File: config.mk
export PLATFORM = sky130hd
export DESIGN_NAME = metaball_sched_flat
export DESIGN_NICKNAME = d
export VERILOG_FILES = /design/src/rtl/metaball_sched_if.sv /design/src/rtl/metaball_sched.sv /design/src/flat_wrapper.sv
export SDC_FILE = /design/constraint.sdc
export NUM_CORES = 1
export LEC_CHECK = 0
export CAP_MARGIN = 10
export CORE_MARGIN = 1
export CORE_UTILIZATION = 50
export DETAILED_ROUTE_END_ITERATION = 16
export PLACE_DENSITY = 0.75
export RECOVER_POWER = 100
export SYNTH_ARGS = -nofsm -noshare
export SYNTH_HDL_FRONTEND = slang
export SYNTH_SLANG_ARGS = --single-unit
File: constraint.sdc
create_clock -name clk -period 11.14 [get_ports clk]
set_input_delay 1.114 -clock clk [delete_from_list [all_inputs] [get_ports clk]]
set_output_delay 1.114 -clock clk [all_outputs]
set_load 0.01 [all_outputs]
File: src/rtl/metaball_sched_if.sv
// Ball-array broadcast/return and framebuffer write signals between the scheduler and its clients.
interface metaball_sched_if #(
    parameter int unsigned N_BALLS = 4
);
    logic                  mov_en;
    logic                  px_stb;
    logic [31:0]           p_x;
    logic [31:0]           p_y;
    logic [N_BALLS-1:0]    vld;
    logic [N_BALLS*32-1:0] out;
    logic                  wr_en;
    logic [10:0]           wr_addr;
    logic                  wr_data;
    logic                  wr_rdy;

    modport master (
        output mov_en, px_stb, p_x, p_y, wr_en, wr_addr, wr_data,
        input  vld, out, wr_rdy
    );

    modport slave (
        input  mov_en, px_stb, p_x, p_y, wr_en, wr_addr, wr_data,
        output vld, out, wr_rdy
    );
endinterface

File: src/rtl/metaball_sched.sv
// Per-frame metaball scheduler: moves balls once, then strobes every pixel, sums the
// returned field contributions and writes one threshold bit per pixel to the framebuffer.
module metaball_sched #(
    parameter int unsigned N_BALLS   = 4,
    parameter int unsigned WIDTH_PX  = 32,
    parameter int unsigned HEIGHT_PX = 64,
    parameter logic [31:0] THRESH    = 32'h0000_8000,
    parameter int unsigned TIMEOUT   = 255
) (
    input  logic             clk,
    input  logic             rst_n,
    input  logic             frame_tick,
    metaball_sched_if.master bus,
    output logic             busy,
    output logic             frame_done,
    output logic             overrun,
    output logic             timeout_err
);
    localparam int unsigned XW      = (WIDTH_PX  > 1) ? $clog2(WIDTH_PX)  : 1;
    localparam int unsigned YW      = (HEIGHT_PX > 1) ? $clog2(HEIGHT_PX) : 1;
    localparam int unsigned TW      = $clog2(TIMEOUT + 1);
    localparam logic [31:0] SAT_MAX = 32'h7FFF_FFFF;

    typedef enum logic [2:0] {
        ST_IDLE, ST_MOVE, ST_STROBE, ST_WAIT, ST_WRITE, ST_NEXT
    } state_t;

    state_t                    state, state_nxt;
    logic [XW-1:0]             px;
    logic [YW-1:0]             py;
    logic [N_BALLS-1:0]        mask, mask_c;
    logic [31:0]               sum, sum_c;
    logic [TW-1:0]             tmo, tmo_inc_c;
    logic [N_BALLS-1:0][31:0]  out_c;
    logic                      mask_full_c, tmo_hit_c, last_col_c, last_px_c;
    logic                      mov_en_nxt, px_stb_nxt, wr_en_nxt, busy_nxt, frame_done_nxt, wr_data_nxt;
    logic [10:0]               wr_addr_nxt;

    function automatic logic [31:0] sat_add(input logic [31:0] a, input logic [31:0] b);
        logic [32:0] s;
        s = {1'b0, a} + {1'b0, b};
        return (s > {1'b0, SAT_MAX}) ? SAT_MAX : s[31:0];
    endfunction

    assign out_c       = bus.out;
    assign mask_full_c = &mask_c;
    assign tmo_inc_c   = tmo + TW'(1);
    assign tmo_hit_c   = (tmo_inc_c == TW'(TIMEOUT));
    assign last_col_c  = (px == XW'(WIDTH_PX - 1));
    assign last_px_c   = last_col_c && (py == YW'(HEIGHT_PX - 1));
    assign bus.p_x     = 32'(px);
    assign bus.p_y     = 32'(py);

    // First vld per ball wins; negative (sign-magnitude) contributions add nothing.
    always_comb begin
        mask_c = mask;
        sum_c  = sum;
        if (state == ST_WAIT) begin
            for (int unsigned i = 0; i < N_BALLS; i++) begin
                if (bus.vld[i] && !mask[i]) begin
                    mask_c[i] = 1'b1;
                    if (!out_c[i][31]) sum_c = sat_add(sum_c, out_c[i]);
                end
            end
        end
    end

    always_ff @(posedge clk or negedge rst_n) begin
        if (!rst_n) state <= ST_IDLE;
        else        state <= state_nxt;
    end

    always_comb begin
        state_nxt = state;
        case (state)
            ST_IDLE:   if (frame_tick) state_nxt = ST_MOVE;
            ST_MOVE:   state_nxt = ST_STROBE;
            ST_STROBE: state_nxt = ST_WAIT;
            ST_WAIT:   if (mask_full_c || tmo_hit_c) state_nxt = ST_WRITE;
            ST_WRITE:  if (bus.wr_rdy) state_nxt = ST_NEXT;
            ST_NEXT:   state_nxt = last_px_c ? ST_IDLE : ST_STROBE;
            default:   state_nxt = ST_IDLE;
        endcase
    end

    // Next values of the registered outputs, decoded from the upcoming state.
    always_comb begin
        mov_en_nxt     = (state_nxt == ST_MOVE);
        px_stb_nxt     = (state_nxt == ST_STROBE);
        wr_en_nxt      = (state_nxt == ST_WRITE);
        busy_nxt       = (state_nxt != ST_IDLE);
        frame_done_nxt = (state_nxt == ST_NEXT) && last_px_c;
        wr_addr_nxt    = bus.wr_addr;
        wr_data_nxt    = bus.wr_data;
        if (state == ST_WAIT && state_nxt == ST_WRITE) begin
            wr_addr_nxt = 11'(32'(py) * WIDTH_PX + 32'(px));
            wr_data_nxt = (sum_c >= THRESH);
        end
    end

    always_ff @(posedge clk or negedge rst_n) begin
        if (!rst_n) begin
            bus.mov_en  <= 1'b0;
            bus.px_stb  <= 1'b0;
            bus.wr_en   <= 1'b0;
            bus.wr_addr <= '0;
            bus.wr_data <= 1'b0;
            busy        <= 1'b0;
            frame_done  <= 1'b0;
            overrun     <= 1'b0;
            timeout_err <= 1'b0;
            px          <= '0;
            py          <= '0;
            mask        <= '0;
            sum         <= '0;
            tmo         <= '0;
        end else begin
            bus.mov_en  <= mov_en_nxt;
            bus.px_stb  <= px_stb_nxt;
            bus.wr_en   <= wr_en_nxt;
            bus.wr_addr <= wr_addr_nxt;
            bus.wr_data <= wr_data_nxt;
            busy        <= busy_nxt;
            frame_done  <= frame_done_nxt;
            if (frame_tick && state != ST_IDLE) overrun <= 1'b1;
            if (state == ST_WAIT && !mask_full_c && tmo_hit_c) timeout_err <= 1'b1;
            case (state)
                ST_STROBE: begin
                    mask <= '0;
                    sum  <= '0;
                    tmo  <= '0;
                end
                ST_WAIT: begin
                    mask <= mask_c;
                    sum  <= sum_c;
                    tmo  <= tmo_inc_c;
                end
                ST_NEXT: begin
                    if (last_px_c) begin
                        px <= '0;
                        py <= '0;
                    end else if (last_col_c) begin
                        px <= '0;
                        py <= py + YW'(1);
                    end else begin
                        px <= px + XW'(1);
                    end
                end
                default: ;
            endcase
        end
    end
endmodule

File: src/flat_wrapper.sv
// flat-port wrapper written by rule: the top's interface ports become plain ports
module metaball_sched_flat 
#(
    parameter int unsigned N_BALLS   = 4,
    parameter int unsigned WIDTH_PX  = 32,
    parameter int unsigned HEIGHT_PX = 64,
    parameter logic [31:0] THRESH    = 32'h0000_8000,
    parameter int unsigned TIMEOUT   = 255
)
  (clk, rst_n, frame_tick, busy, frame_done, overrun, timeout_err, bus_mov_en, bus_px_stb, bus_p_x, bus_p_y, bus_wr_en, bus_wr_addr, bus_wr_data, bus_vld, bus_out, bus_wr_rdy);
  metaball_sched_if #(.N_BALLS(N_BALLS)) bus_i ();
  input  logic clk;
  input  logic rst_n;
  input  logic frame_tick;
  output logic busy;
  output logic frame_done;
  output logic overrun;
  output logic timeout_err;
  output wire logic [$bits(bus_i.mov_en)-1:0] bus_mov_en;
  output wire logic [$bits(bus_i.px_stb)-1:0] bus_px_stb;
  output wire logic [$bits(bus_i.p_x)-1:0] bus_p_x;
  output wire logic [$bits(bus_i.p_y)-1:0] bus_p_y;
  output wire logic [$bits(bus_i.wr_en)-1:0] bus_wr_en;
  output wire logic [$bits(bus_i.wr_addr)-1:0] bus_wr_addr;
  output wire logic [$bits(bus_i.wr_data)-1:0] bus_wr_data;
  input wire logic [$bits(bus_i.vld)-1:0] bus_vld;
  input wire logic [$bits(bus_i.out)-1:0] bus_out;
  input wire logic [$bits(bus_i.wr_rdy)-1:0] bus_wr_rdy;
  assign bus_mov_en = bus_i.mov_en;
  assign bus_px_stb = bus_i.px_stb;
  assign bus_p_x = bus_i.p_x;
  assign bus_p_y = bus_i.p_y;
  assign bus_wr_en = bus_i.wr_en;
  assign bus_wr_addr = bus_i.wr_addr;
  assign bus_wr_data = bus_i.wr_data;
  assign bus_i.vld = bus_vld;
  assign bus_i.out = bus_out;
  assign bus_i.wr_rdy = bus_wr_rdy;
  metaball_sched #(.N_BALLS(N_BALLS), .WIDTH_PX(WIDTH_PX), .HEIGHT_PX(HEIGHT_PX), .THRESH(THRESH), .TIMEOUT(TIMEOUT)) u_core (.clk(clk), .rst_n(rst_n), .frame_tick(frame_tick), .bus(bus_i), .busy(busy), .frame_done(frame_done), .overrun(overrun), .timeout_err(timeout_err));
endmodule
==> impl_metrics.env <==
export IMPL_gp_congestion=1.03
export IMPL_layout_common_cells="buf_4 (555), nand2_1 (186), nor2_1 (153), clkdlybuf4s50_1 (145), a21oi_1 (127)"
export IMPL_synthCells=1667
export IMPL_finalNetCount=2618
export IMPL_first_iter_violations=1981
export IMPL_num_vias=16500
export IMPL_syn_area_mm2=0.0124
export IMPL_setup_viol=2
export IMPL_port_buffers=165
export IMPL_worst_ep_arrival_time_ns=11.57
export IMPL_synth_cell_type_count=84
export IMPL_core_area_mm2=0.0243
export IMPL_drv_cap=1
export IMPL_worstPathRequired_ns=11.42
export IMPL_insertion_delay_ns=0.36
export IMPL_cts_buffer_depth=2
export IMPL_areaGrowthSynthToFinish_pct=59.3
export IMPL_antenna_cells=0
export IMPL_grt_start_max_net_pins=78
export IMPL_finalMaxSlewViolations=78
export IMPL_slowest_stage="clkdlybuf4s50_1"
export IMPL_hold_path_class="reg2reg"
export IMPL_die_h_um=159
export IMPL_grt_pass1_vias=15400
export IMPL_grt_total_usage=0.414
export IMPL_synthFlopType="dfrtp_1"
export IMPL_initial_core_util=0.510
export IMPL_fmax_mhz=88.6
export IMPL_synth_top_cells_by_area="dfrtp_1 (16%), ha_1 (14%), a21oi_1 (6.5%)"
export IMPL_worst_slew_pin_slew_ns=4.51
export IMPL_path_delay_family="compound AO/OA/AOI/OAI gates"
export IMPL_placedCellCount=2617
export IMPL_routed_wl_mm=56.2
export IMPL_synth_top_area_share=0.155
export IMPL_layout_commonest_cell="buf_4"
export IMPL_min_period_ns=11.29
export IMPL_ys_warn_count=0
export IMPL_dieArea_mm2=0.0254
export IMPL_first_pass_iters=8
export IMPL_rsz0062_at_grt="true"
export IMPL_ys_ff_latch=77
export IMPL_drive_gt1_frac=0.350
export IMPL_wl_per_cell_um=21.0
export IMPL_cts_tree="built"
export IMPL_avgViaCountPerCell=6.19
export IMPL_hold_viol_final=0
export IMPL_ys_seq_area_frac=0.155
export IMPL_fin_ws_ns=-0.148
export IMPL_crit_type="in2reg"
export IMPL_p_per_area_mw_per_mm2=353
export IMPL_fin_worst_skew_ns=0.0129
export IMPL_start_kind="input port"
export IMPL_post_dp_hpwl_mm=43.5
export IMPL_crit_path_max_fanout=16
export IMPL_r2r_slack_ns=0.57
export IMPL_slowest_delay_ns=0.48
export IMPL_rows=57
export IMPL_grt_pass1_wl_mm=82.9
export IMPL_h_tree_depth=3
export IMPL_overflow=0
export IMPL_fin_util=0.812
export IMPL_clock_tree_root_cell="clkbuf_16"
export IMPL_p_leak_nw=9.13
export IMPL_ir_drop_mv=0.262
export IMPL_synth_edf_count=0
export IMPL_timing_critical_path_buf_inv=10
export IMPL_final_period_utilization=1.01
export IMPL_max_slew_margin=-2.01
export IMPL_status="finished, violations left"
export IMPL_clk_pin_slew_ns=0.07
export IMPL_worst_path_most_repeated_cell="buf_4"
export IMPL_violations="capacitance limit, slew limit, setup timing"
export IMPL_antenna_found_initial=0
export IMPL_yosys_area_top_type="dfrtp_1"
export IMPL_ys_async_sr_fraction=1.00
export IMPL_cts_buffers=9
export IMPL_die_w_um=159
export IMPL_syn_area_per_cell_um2=7.44
export IMPL_end_kind="flop"
export IMPL_ant_nets=0
export IMPL_cts_sinks=77
export IMPL_pin_count=219
export IMPL_final_cells=2671
export IMPL_drc=0
## logic make-up (layout without fill, tap and decap cells)
family          after synthesis  in the layout  share of synthesized area
simple gates                542            542                      0.205
other cells                   1             53                   0.000303
flops                        77             77                      0.155
fa+ha+maj                   140            140                      0.144
mux                          16             16                     0.0143
buf+inv                     155            783                     0.0646
compound gates              623            623                      0.336
xor+xnor                    113            113                     0.0805
## state kept, by name, summed over array words and instances, names as in the netlist, 3 cells and up
signal	cells
u_core.mask	4
u_core.px	5
u_core.bus.wr_addr	11
u_core.py	6
u_core.state	3
u_core.sum	32
u_core.tmo	8
## worst reg2reg max path: cells and delay by family (launching register included)
kind / cells / cell delay, ns
AOI/OAI and AO/OA: 27 / 6.16
adders and majority gates: 5 / 1.46
buffers and inverters: 9 / 1.34
and+or+nand+nor: 7 / 0.81
DFF: 1 / 0.46
xor gates and xnor gates: 1 / 0.29
## layer usage
metal  part of all wire  GRT usage  vias to the layer above
li1                   -          -                     7492
met1               0.42      0.581                     7775
met2               0.44      0.652                     1067
met3               0.11     0.0563                      191
met4              0.039      0.139                        0
met5                  0          0                        -
## cells in the mapped netlist (32+ instances only)
master    count
nand2_1     189
a21oi_1     162
nor2_1      159
ha_1        136
o21ai_0     128
dfrtp_1      77
xnor2_1      74
clkbuf_1     59
buf_4        53
a21o_1       50
xor2_1       38
a31oi_1      37
inv_1        34
nor3_1       33
nand4_1      32
## power breakdown
part / switching [mW] / leakage, nW / internal, mW
combinational: 3.16 / 7.99 / 2.98
sequential: 0.136 / 0.998 / 0.364
clock: 0.155 / 0.149 / 0.178
total: 3.45 / 9.13 / 3.53
## worst paths after layout
kind                                       to                from  depth (start not counted)
min reg2reg                u_core.timeout_err  u_core.timeout_err                          1
min                        u_core.timeout_err  u_core.timeout_err                          1
min in group asynchronous      u_core.sum[31]               rst_n                          1
max in group asynchronous       u_core.sum[2]               rst_n                          1
max reg2reg                u_core.bus.wr_data       u_core.sum[0]                         49
max                        u_core.bus.wr_data          bus_out[0]                         50
## metrics by stage
step	TNS, ns	total power [mW]	worst slack, ns	cell area, um2	hold WS, ns
final	-0.211	6.98	-0.148	19700	0.463
after global routing	-1.04	7.36	-0.393	19700	0.481
after CTS	0	6.34	0.0102	18800	0.469
after detailed placement	-13.92	5.77	-1.16	18100	0.454
after global placement	-10.04	5.66	-1.07	18100	0.444
after floorplan	0	3.26	0.00144	12700	0.466
## what timing repair did
action / CTS / global route
gates resized for setup: 78 / 143
hold buffers: 0 / 0
pin swaps: 37 / 68
endpoints found under the setup margin: 25 / 32
cloned: 0 / 3
buffers inserted: 15 / 21
## layout make-up
type	count	area, um2
Timing Repair Buffer	733	5960
Clock buffer	9	225
Sequential cell	77	1930
Tap cell	324	405
Fill cell	1686	4580
Inverter	34	128
Multi-Input combinational cell	1487	11000
Clock inverter	7	80.1
(Power assumes the default switching activity.)
